[src/rtl/game_timer.sv]
// rtl/game_timer.sv - match countdown timer, BCD M:SS, driven by 1 Hz tick edges
//
// Counts remaining match time down once per rising edge of clk_1s (sampled as
// data in the clk_50 domain) and flags run / hurry-up / time-up to the game FSM.
//
// Ports:
//   clk_50     in   system clock
//   reset_n    in   asynchronous active-low reset
//   clk_1s     in   1 Hz square wave, synchronous to clk_50
//   start      in   level, begin or resume counting
//   pause      in   level, suspend counting
//   reload     in   level, return to IDLE with the start value
//   min        out  minutes digit, BCD
//   sec_tens   out  seconds tens digit, 0-5
//   sec_units  out  seconds units digit, BCD
//   running    out  high while counting
//   hurry      out  remaining time at or below HURRY_SEC while min is 0 (RUN/PAUSE)
//   time_up    out  single-cycle pulse when 0:00 is first shown
//   expired    out  high in DONE
module game_timer #(
    parameter int unsigned START_MIN = 3,
    parameter int unsigned START_SEC = 0,
    parameter int unsigned HURRY_SEC = 30
) (
    input  logic       clk_50,
    input  logic       reset_n,
    input  logic       clk_1s,
    input  logic       start,
    input  logic       pause,
    input  logic       reload,
    output logic [3:0] min,
    output logic [2:0] sec_tens,
    output logic [3:0] sec_units,
    output logic       running,
    output logic       hurry,
    output logic       time_up,
    output logic       expired
);

    localparam logic [1:0] ST_IDLE  = 2'd0;
    localparam logic [1:0] ST_RUN   = 2'd1;
    localparam logic [1:0] ST_PAUSE = 2'd2;
    localparam logic [1:0] ST_DONE  = 2'd3;

    localparam logic [3:0] START_MIN_D   = 4'(START_MIN);
    localparam logic [2:0] START_TENS_D  = 3'(START_SEC / 10);
    localparam logic [3:0] START_UNITS_D = 4'(START_SEC % 10);
    localparam logic [6:0] HURRY_SEC_D   = 7'(HURRY_SEC);

    logic [1:0] state_q, state_d;
    logic [3:0] min_q, min_d;
    logic [2:0] tens_q, tens_d;
    logic [3:0] units_q, units_d;
    logic       clk_1s_q, clk_1s_d;
    logic       time_up_q, time_up_d;

    logic       tick;
    logic       is_zero;
    logic       is_one;
    logic [6:0] sec_val;

    assign tick    = clk_1s & ~clk_1s_q;
    assign is_zero = (min_q == 4'd0) && (tens_q == 3'd0) && (units_q == 4'd0);
    assign is_one  = (min_q == 4'd0) && (tens_q == 3'd0) && (units_q == 4'd1);

    always_comb begin
        state_d   = state_q;
        min_d     = min_q;
        tens_d    = tens_q;
        units_d   = units_q;
        clk_1s_d  = clk_1s;
        time_up_d = 1'b0;

        if (reload) begin
            // Reload beats everything, including a tick arriving this cycle.
            state_d = ST_IDLE;
            min_d   = START_MIN_D;
            tens_d  = START_TENS_D;
            units_d = START_UNITS_D;
        end else begin
            case (state_q)
                ST_IDLE: begin
                    if (start) begin
                        // A 0:00 start value has nothing to count; expire at once.
                        if (is_zero) begin
                            state_d   = ST_DONE;
                            time_up_d = 1'b1;
                        end else begin
                            state_d = ST_RUN;
                        end
                    end
                end
                ST_RUN: begin
                    if (tick) begin
                        if (units_q != 4'd0) begin
                            units_d = units_q - 4'd1;
                        end else begin
                            units_d = 4'd9;
                            if (tens_q != 3'd0) begin
                                tens_d = tens_q - 3'd1;
                            end else begin
                                tens_d = 3'd5;
                                if (min_q != 4'd0) begin
                                    min_d = min_q - 4'd1;
                                end
                            end
                        end
                    end
                    // Reaching 0:00 wins over a coincident pause.
                    if (tick && is_one) begin
                        state_d   = ST_DONE;
                        time_up_d = 1'b1;
                    end else if (pause) begin
                        state_d = ST_PAUSE;
                    end
                end
                ST_PAUSE: begin
                    if (start) begin
                        state_d = ST_RUN;
                    end
                end
                default: begin
                    state_d = ST_DONE;
                end
            endcase
        end
    end

    always_ff @(posedge clk_50 or negedge reset_n) begin
        if (!reset_n) begin
            state_q   <= ST_IDLE;
            min_q     <= START_MIN_D;
            tens_q    <= START_TENS_D;
            units_q   <= START_UNITS_D;
            // Start high so a clk_1s already high at reset release is not a tick.
            clk_1s_q  <= 1'b1;
            time_up_q <= 1'b0;
        end else begin
            state_q   <= state_d;
            min_q     <= min_d;
            tens_q    <= tens_d;
            units_q   <= units_d;
            clk_1s_q  <= clk_1s_d;
            time_up_q <= time_up_d;
        end
    end

    assign sec_val   = (7'(tens_q) * 7'd10) + 7'(units_q);

    assign min       = min_q;
    assign sec_tens  = tens_q;
    assign sec_units = units_q;
    assign running   = (state_q == ST_RUN);
    assign expired   = (state_q == ST_DONE);
    assign time_up   = time_up_q;
    assign hurry     = ((state_q == ST_RUN) || (state_q == ST_PAUSE)) &&
                       (min_q == 4'd0) && (sec_val <= HURRY_SEC_D);

endmodule

[config.mk]
export PLATFORM = sky130hd
export DESIGN_NAME = game_timer
export DESIGN_NICKNAME = d
export VERILOG_FILES = /design/src/rtl/game_timer.sv
export SDC_FILE = /design/constraint.sdc
export NUM_CORES = 1
export LEC_CHECK = 0
export CORE_MARGIN = 4
export CORE_UTILIZATION = 38
export DETAILED_ROUTE_END_ITERATION = 7
export HOLD_SLACK_MARGIN = 0.02
export MAX_ROUTING_LAYER = met4
export PLACE_DENSITY = 0.72
export SLEW_MARGIN = 15
export SYNTH_ARGS = -nofsm -noshare
export SYNTH_HDL_FRONTEND = slang
export SYNTH_SLANG_ARGS = --single-unit
[constraint.sdc]
create_clock -name clk_50 -period 2.05 [get_ports clk_50]
set_clock_uncertainty 0.1 [all_clocks]
set_input_delay 0.3075 -clock clk_50 [delete_from_list [all_inputs] [get_ports clk_50]]
set_output_delay 0.3075 -clock clk_50 [all_outputs]
set_load 0.05 [all_outputs]
=== After elaboration in Yosys (flattened, before gate mapping) ===
Cells that the tools add are included.

* Register bits after elaboration: 15
* Bits of input ports: 6

* Add/sub/neg operators: 4
* Multiply operators: 1
* Magnitude comparators: 1
* Eq/ne operators: 9
* Muxes and demuxes: 27
* Bitwise logic cells: 2
* Reduce and logical (&&, ||, !) cells: 21

{| class="wikitable"
|+ Operator list
! cell !! number
|-
| $mux W4 || 10
|-
| $mux W3 || 5
|-
| $mux W2 || 6
|-
| $logic_not A4 Y1 || 2
|-
| $reduce_bool A4 Y1 || 2
|-
| $sub A4 B1 Y4 const B || 2
|-
| $add A7 B4 Y7 || 1
|-
| $le A7 B5 Y1 const B || 1
|-
| $logic_and A1 B1 Y1 || 6
|-
| $mul A3 B3 Y6 const B || 1
|-
| $ne A3 B3 Y1 const B || 2
|-
| $pmux W2 S3 || 1
|-
| $reduce_and A3 Y1 || 2
|-
| $reduce_bool A2 Y1 || 3
|-
| $reduce_and A5 Y1 || 1
|-
| $eq A2 B2 Y1 const B || 2
|-
| $eq A4 B1 Y1 const B || 1
|-
| $mux W1 || 4
|-
| $ne A2 B2 Y1 const B || 2
|-
| $ne A4 B3 Y1 const B || 1
|-
| $logic_not A3 Y1 || 1
|-
| $reduce_bool A3 Y1 || 1
|-
| $sub A3 B1 Y3 const B || 1
|-
| $eq A2 B1 Y1 const B || 1
|-
| other kinds (6) || 6
|}

=== Depth between registers and ports, before layout ===
Gate-level depths: netlist of run 1.

* Depth after elaboration: 7
* Gate-level depth with buffers: 7

=== Worst setup path before layout of run 1 ===
No wires, ideal clock.

* Path kind: reg-to-output
* Start point: register tens_q[2], in the netlist sec_tens[2]
* End point: output port hurry
* Arrival: 2.785 ns
* Path slack: -1.142 ns
* Stages on the path, launching flop included: 7
* Cells stage by stage: dfrtp_1 ha_1 ha_1 nor2b_1 o21ai_0 mux2_2 a21oi_1

* Longest elaborated chain between the ends: 4

{| class="wikitable"
|+ Ends and longest elaborated chain
! item !! RTL line !! text
|-
| start: declaration || 52 || <nowiki>logic [2:0] tens_q, tens_d;</nowiki>
|-
| start signal: assignment || 141 || <nowiki>tens_q <= tens_d;</nowiki>
|-
| $mul A3 B3 Y6 || 148 || <nowiki>assign sec_val = (7'(tens_q) * 7'd10) + 7'(units_q);</nowiki>
|-
| $add A7 B4 Y7 || 148 ||
|-
| $le A7 B5 Y1 || 157 || <nowiki>(min_q == 4'd0) && (sec_val <= HURRY_SEC_D);</nowiki>
|-
| $logic_and A1 B1 Y1 || 157 ||
|-
| end: declaration || 35 || <nowiki>output logic hurry,</nowiki>
|}

No other way between the ends.

=== Worst setup path in the final report of run 1 ===
* Start point: register tens_q[0], in the netlist sec_tens[0]
* End point: output port hurry

Same word-level chain as after synthesis.

==> key figures, run 1 <==
Synth
  – EDFF count, synth: 0
  – Synth Cell Area: 1130 um^2
  – Syn Nets: 141
  – #FFs+latches synth: 15
  – Synth Instances: 119
  – Synthesized area per cell: 9.49 um^2
  – Yosys Warn Count: 0
  – Seq/Total Area, Yosys: 33.6%
  – Ys async rst share: 100%
  – Post-synth top flop: dfrtp_1
  – Netlist cell types: 38

Worst setup path
  – Launch point of the worst reg-to-reg path: min[0]
  – Arr. time, crit path: 2.23 ns
  – Flop2flop setup slack: approximately 0.15 ns
  – Critical path data required time: 1.64 ns
  – Crit. End Element: output pin
  – Reg2Reg Depth: 7
  – Reg-to-reg critical path endpoint: min[1]
  – CP startpoint kind: register
  – Critical path type: register to output pin
  – Largest fanout on the critical path: 4

Routing
  – Drt wl/cell: 14.1 um
  – DRC viols: 0
  – ANT nets after route: 0
  – Vias per std cell: roughly 5.4
  – Number of DRC markers in iteration 0: 42
  – First-pass DRT Iterations: 4
  – Final wirelength: 2.59 mm
  – Vias: 999

Timing
  – Fmax: 379 MHz
  – Relative slew slack: 60.7%
  – WHS: about 0.21 ns
  – Max-slew violation count: 0
  – Setup Viol. Count Final: 1
  – Period utilization: 129%
  – Final min period: 2.64 ns
  – RSZ-0062 raised after global routing: yes
  – Final Hold Fails: 0
  – Final worst setup slack: -0.586 ns
  – Worst slew pin tran: 0.588 ns

Pwr
  – Switching Fraction: 42.3%
  – Combinational group share of total power: 49.1%
  – Clock share of power: between 10% and 20%
  – Peak VDD IR: 0.485 mV
  – NetSw: ~470 uW
  – PwrDens: 700 nW/um^2
  – Pleak: between 0.6 and 0.7 nW
  – Share of power burned in registers: a little over a third
  – Internal power: 636 uW

Status
  – Failing checks: setup timing
  – Status: complete, but fails checks

Clock tree
  – Clock tree buffer depth: 2
  – Sink Count: 15
  – CTS Buf Count: 3
  – Clock root cell: clkbuf_4
  – Clk Latency, worst-skew pair: 0.30 ns
  – Hold-fix buffers, CTS: 0
  – Clock-pin slew on the worst setup and hold paths: roughly 0.1 ns
  – CTS tree: built
  – H-tree depth: 1

Placement
  – Dpl cells: 179
  – Port bufs: 20
  – Routability congestion estimate from global placement: approximately 0.90
  – Post-DP HPWL: 1.98 mm

Floorplanning
  – Die height: between 60 and 70 um
  – Starting Density: 40.3%
  – IO Pins: 21
  – Die ar.: 3910 um^2
  – Row count: 19
  – CORE AREA: 2810 um^2
  – Chip width: 62.5 um

Global route
  – Pin count of the biggest net entering global routing: 16
  – First-pass GRT wire length: 4.49 mm
  – Grt ovf: 0
  – GRT Total Usage: 14.7%
  – Vias in the first global route: between 900 and 1000
  – Initial antenna violation count: 0

Finish
  – Layout area overhead: 39.3%
  – Layout cells sized above 1: 38.6%
  – Ant. Diodes: 0
  – Post-layout util: 56.1%
  – Commonest non-fill, non-tap cell in the layout: buf_4
  – Commonest non-fill, non-tap cells in the layout: 22 x buf_4, 11 x inv_1, 9 x nor2_1, 9 x ha_1, 9 x clkdlybuf4s50_1
  – Non-Filler Instances: about 180
  – Final net count: 176

Job
  – Number of max-cap violations: 0

Min path
  – Worst hold path type: input port to asynchronous set/reset pin
## synthesized netlist by cell type (3+ instances only)
master	instances	share of area, %
dfrtp_1	12	27
dfstp_2	3	7.0
a21oi_1	10	4.4
nand4_1	3	1.7
o21ai_0	5	2.2
nand2_1	3	1.0
a31oi_1	3	1.7
ha_1	15	17
inv_1	13	4.3
nand3b_1	4	2.7
nand3_1	3	1.3
nor2_1	9	3.0
nor2b_1	4	2.2
## stage by stage
stage               setup slack, ns  TNS [ns]  power (mW)  area (um^2)
global route                 -0.695    -0.695        1.18         1570
finish                       -0.586    -0.586        1.10         1570
CTS                          -0.581    -0.581        1.11         1550
detailed placement           -0.273    -0.273       0.926         1510
floorplan                    -0.342    -0.342       0.768         1210
global placement             -0.202    -0.202       0.916         1510
## registers in the layout (all words and copies together) (netlist names)
register,cells
clk_1s_q,1
state_q,2
time_up,1
sec_units,4
sec_tens,3
min,4
## layout make-up
class | instances | area, um^2
Tap cell | 31 | 38.8
Fill cell | 257 | 1230
Inverter | 13 | 48.8
Clock inverter | 1 | 5.00
Clock buffer | 3 | 22.5
Sequential cell | 15 | 392
Timing Repair Buffer | 32 | 275
Multi-Input combinational cell | 89 | 792
## per-layer routing
| metal | vias to the layer above | wire length, um | global-route usage, % |
|---|---|---|---|
| met3 | 5 | 108 | 3.78 |
| met1 | 484 | 1150 | 17.0 |
| met2 | 21 | 1300 | 25.3 |
| li1 | 489 | - | - |
| met5 | - | 0 | - |
| met4 | 0 | 31 | 4.13 |
## critical path, stage by stage, from the launching register on
cell and delay, ns:
dfrtp_4 0.53, ha_4 0.18, inv_2 0.05, fa_2 0.42
nand4b_1 0.25, o2111ai_2 0.26, a21oi_4 0.09, buf_12 0.15
## power by group through the flow
stage / sequential [mW] / clock [mW] / combinational, mW
CTS: 0.384 / 0.187 / 0.540
global placement: 0.387 / 0 / 0.528
detailed placement: 0.389 / 0 / 0.537
floorplan: 0.458 / 0 / 0.310
global route: 0.391 / 0.196 / 0.596
finish: 0.383 / 0.178 / 0.541
## what timing repair did
| action | in CTS | in global routing |
|---|---|---|
| setup buffers | 0 | 1 |
| resized for setup | 4 | 5 |
| endpoints found under the setup margin | 1 | 6 |
| pin swaps | 1 | 1 |
## logic make-up after synthesis
kind of cell               after synthesis  synth area share (%)
buffers and inverters                   15                  5.09
adders and majority gates               16                  18.4
DFF                                     15                  33.6
AOI/OAI and AO/OA                       26                  14.1
xor gates and xnor gates                 4                  3.10
muxes                                    1                 0.997
and+or+nand+nor                         42                  24.8
## worst max-delay path by stage
stage	depth (start not counted)	startpoint	end	slack (ns)
after floorplan	6	sec_tens[2]	hurry	-0.34
after global placement	7	sec_tens[0]	hurry	-0.20
after detailed placement	7	sec_tens[0]	hurry	-0.27
after CTS	7	sec_tens[0]	hurry	-0.58
after global routing	7	sec_tens[0]	hurry	-0.69
final	7	sec_tens[0]	hurry	-0.59
Power figures use the tool's default switching activity.
==> run 2: changes to the inputs <==
--- a/config.mk
+++ b/config.mk
@@ -5,6 +5,7 @@
 export SDC_FILE = /design/constraint.sdc
 export NUM_CORES = 1
 export LEC_CHECK = 0
+export CORE_ASPECT_RATIO = 1.2
 export CORE_MARGIN = 4
 export CORE_UTILIZATION = 38
 export DETAILED_ROUTE_END_ITERATION = 7
==> run 2 against run 1 <==
Compared with the run above:
- the flow still finishes with violations (setup timing)
- largest power group unchanged
- core utilization is 1.9 points higher
- non-clock buffer count is 3 higher
- via count is 1.0% lower
- cell count is 3.3% higher
- highest routed layer unchanged
- sequential share of layout area is 0.88 points lower
- setup slack better by 0.046 ns
- first-iteration DRC count is 55% lower
- clock-buffer cell count stayed put
- hold slack better by 0.017 ns
==> key figures, run 2 (synthesis gave the netlist of run 1 again) <==
Clock tree
  – Clk Latency, worst-skew pair: 0.28 ns
  – Clock tree buffer depth: 2
  – Clock root cell: clkbuf_4
  – Sink Count: 15
  – CTS Buf Count: 3
  – Clock-pin slew on the worst setup and hold paths: 0.10 ns
  – H-tree depth: 1
  – CTS tree: built
  – Hold-fix buffers, CTS: 0

Routing
  – Number of DRC markers in iteration 0: 19
  – Vias per std cell: 5.21
  – First-pass DRT Iterations: 4
  – ANT nets after route: 0
  – Drt wl/cell: 13.7 um
  – DRC viols: 0
  – Vias: approximately 1000
  – Final wirelength: 2.61 mm

Worst setup path
  – CP startpoint kind: register
  – Arr. time, crit path: 2.18 ns
  – Critical path data required time: 1.64 ns
  – Crit. End Element: output pin
  – Reg2Reg Depth: 7
  – Critical path type: register to output pin
  – Largest fanout on the critical path: 4
  – Flop2flop setup slack: 0.12 ns

Finish
  – Layout area overhead: 44.4%
  – Layout cells sized above 1: a little over two fifths
  – Ant. Diodes: 0
  – Commonest non-fill, non-tap cell in the layout: buf_4
  – Commonest non-fill, non-tap cells in the layout: 24 x buf_4, 11 x inv_1, 10 x ha_1, 9 x nor2_1, 9 x clkdlybuf4s50_1
  – Final net count: 179
  – Filler cell count: 253

Floorplanning
  – Row count: 21
  – Die height: 67.7 um
  – CORE AREA: 2810 um^2
  – Die ar.: 3910 um^2
  – Starting Density: between 40% and 50%
  – Chip width: roughly 58 um
  – IO Pins: 21

Global route
  – Vias in the first global route: 1062
  – Initial antenna violation count: 0
  – First-pass GRT wire length: 4.66 mm
  – Pin count of the biggest net entering global routing: 16
  – GRT Total Usage: 15.9%
  – Grt ovf: 0

Timing
  – Final worst setup slack: -0.540 ns
  – Worst slew pin tran: approximately 0.57 ns
  – Post-route setup TNS: -0.540 ns
  – Relative slew slack: 61.7%
  – Period utilization: 126%
  – RSZ-0062 raised after global routing: yes
  – Final min period: about 2.6 ns
  – Max-slew violation count: 0
  – Setup Viol. Count Final: 1
  – Fmax: 386 MHz
  – Final Hold Fails: 0

Status
  – Failing checks: setup timing
  – Status: complete, but fails checks

Pwr
  – Pleak: 0.690 nW
  – PwrDens: 694 nW/um^2
  – Total power: 1.13 mW
  – Peak VDD IR: 0.534 mV

Job
  – Number of max-cap violations: 0

Placement
  – Routability congestion estimate from global placement: 0.865
  – Post-DP HPWL: 2.04 mm
  – Port bufs: 20

Min path
  – Worst hold path type: input port to asynchronous set/reset pin
-- run 2: cell count changes in the layout (fill, tap and decap cells not counted), sizes merged --
cell,delta
buf,+3
-- run 2: what timing repair did --
action                                  4_1_cts  5_1_grt
setup buffers                                 1        2
endpoints found under the hold margin         0        0
resized for setup                             8        7
endpoints found under the setup margin        1        5
pin swaps                                    10        2
-- run 2: final cells by class --
class / count / area, um^2 / area share, %
flip-flops and latches: 15 / 392 / 24.0
multi-input cells: 89 / 820 / 50.2
inverters: 13 / 48.8 / 2.99
clock inverters: 1 / 5.00 / 0.307
well taps: 34 / 42.5 / 2.61
repair buffers: 35 / 302 / 18.5
clock buffers: 3 / 22.5 / 1.38
-- run 2: where the power goes --
group | internal, mW | leakage, nW | switching [mW]
sequential | 0.339 | 0.186 | 0.0437
clock | 0.0724 | 0.0177 | 0.102
combinational | 0.245 | 0.486 | 0.330
total | 0.657 | 0.690 | 0.476
-- run 2: stage by stage --
stage / util (%) / cell area [um^2] / setup slack (ns) / hold WS (ns) / cells
final: 58.0 / 1630 / -0.540 / 0.226 / 190
after CTS: 56.7 / 1590 / -0.544 / 0.234 / 188
after floorplan: - / 1210 / -0.342 / -0.0881 / 119
after global placement: 54.0 / 1520 / -0.197 / 0.471 / 183
after global routing: 58.0 / 1630 / -0.597 / 0.250 / 190
after detailed placement: 54.0 / 1520 / -0.263 / 0.483 / 183
-- run 2: path summary, 6_finish.rpt --
path / from / end
setup / recovery: sec_tens[0] / hurry
hold / removal: reset_n / state_q[1]
setup reg to reg: sec_units[1] / min[3]
hold reg to reg: state_q[1] / state_q[1]
max in group asynchronous: reset_n / clk_1s_q
min in group clk_50: clk_1s / clk_1s_q
-- run 2: critical path, stage by stage (launching register included) --
cell and delay, ns:
dfrtp_4 0.52, ha_4 0.26, ha_4 0.26, nor2b_4 0.13, o21ai_2 0.14, mux2_4 0.32, a21oi_4 0.13, buf_12 0.15
-- run 2: routing by layer --
metal	wire [um]	vias up	share of wire, %	global-route usage (%)
li1	-	496	-	-
met1	1140	474	44	18.5
met2	1370	17	53	28.0
met3	81	2	3.1	2.29
met4	14	0	0.54	5.22
met5	0	-	0	-
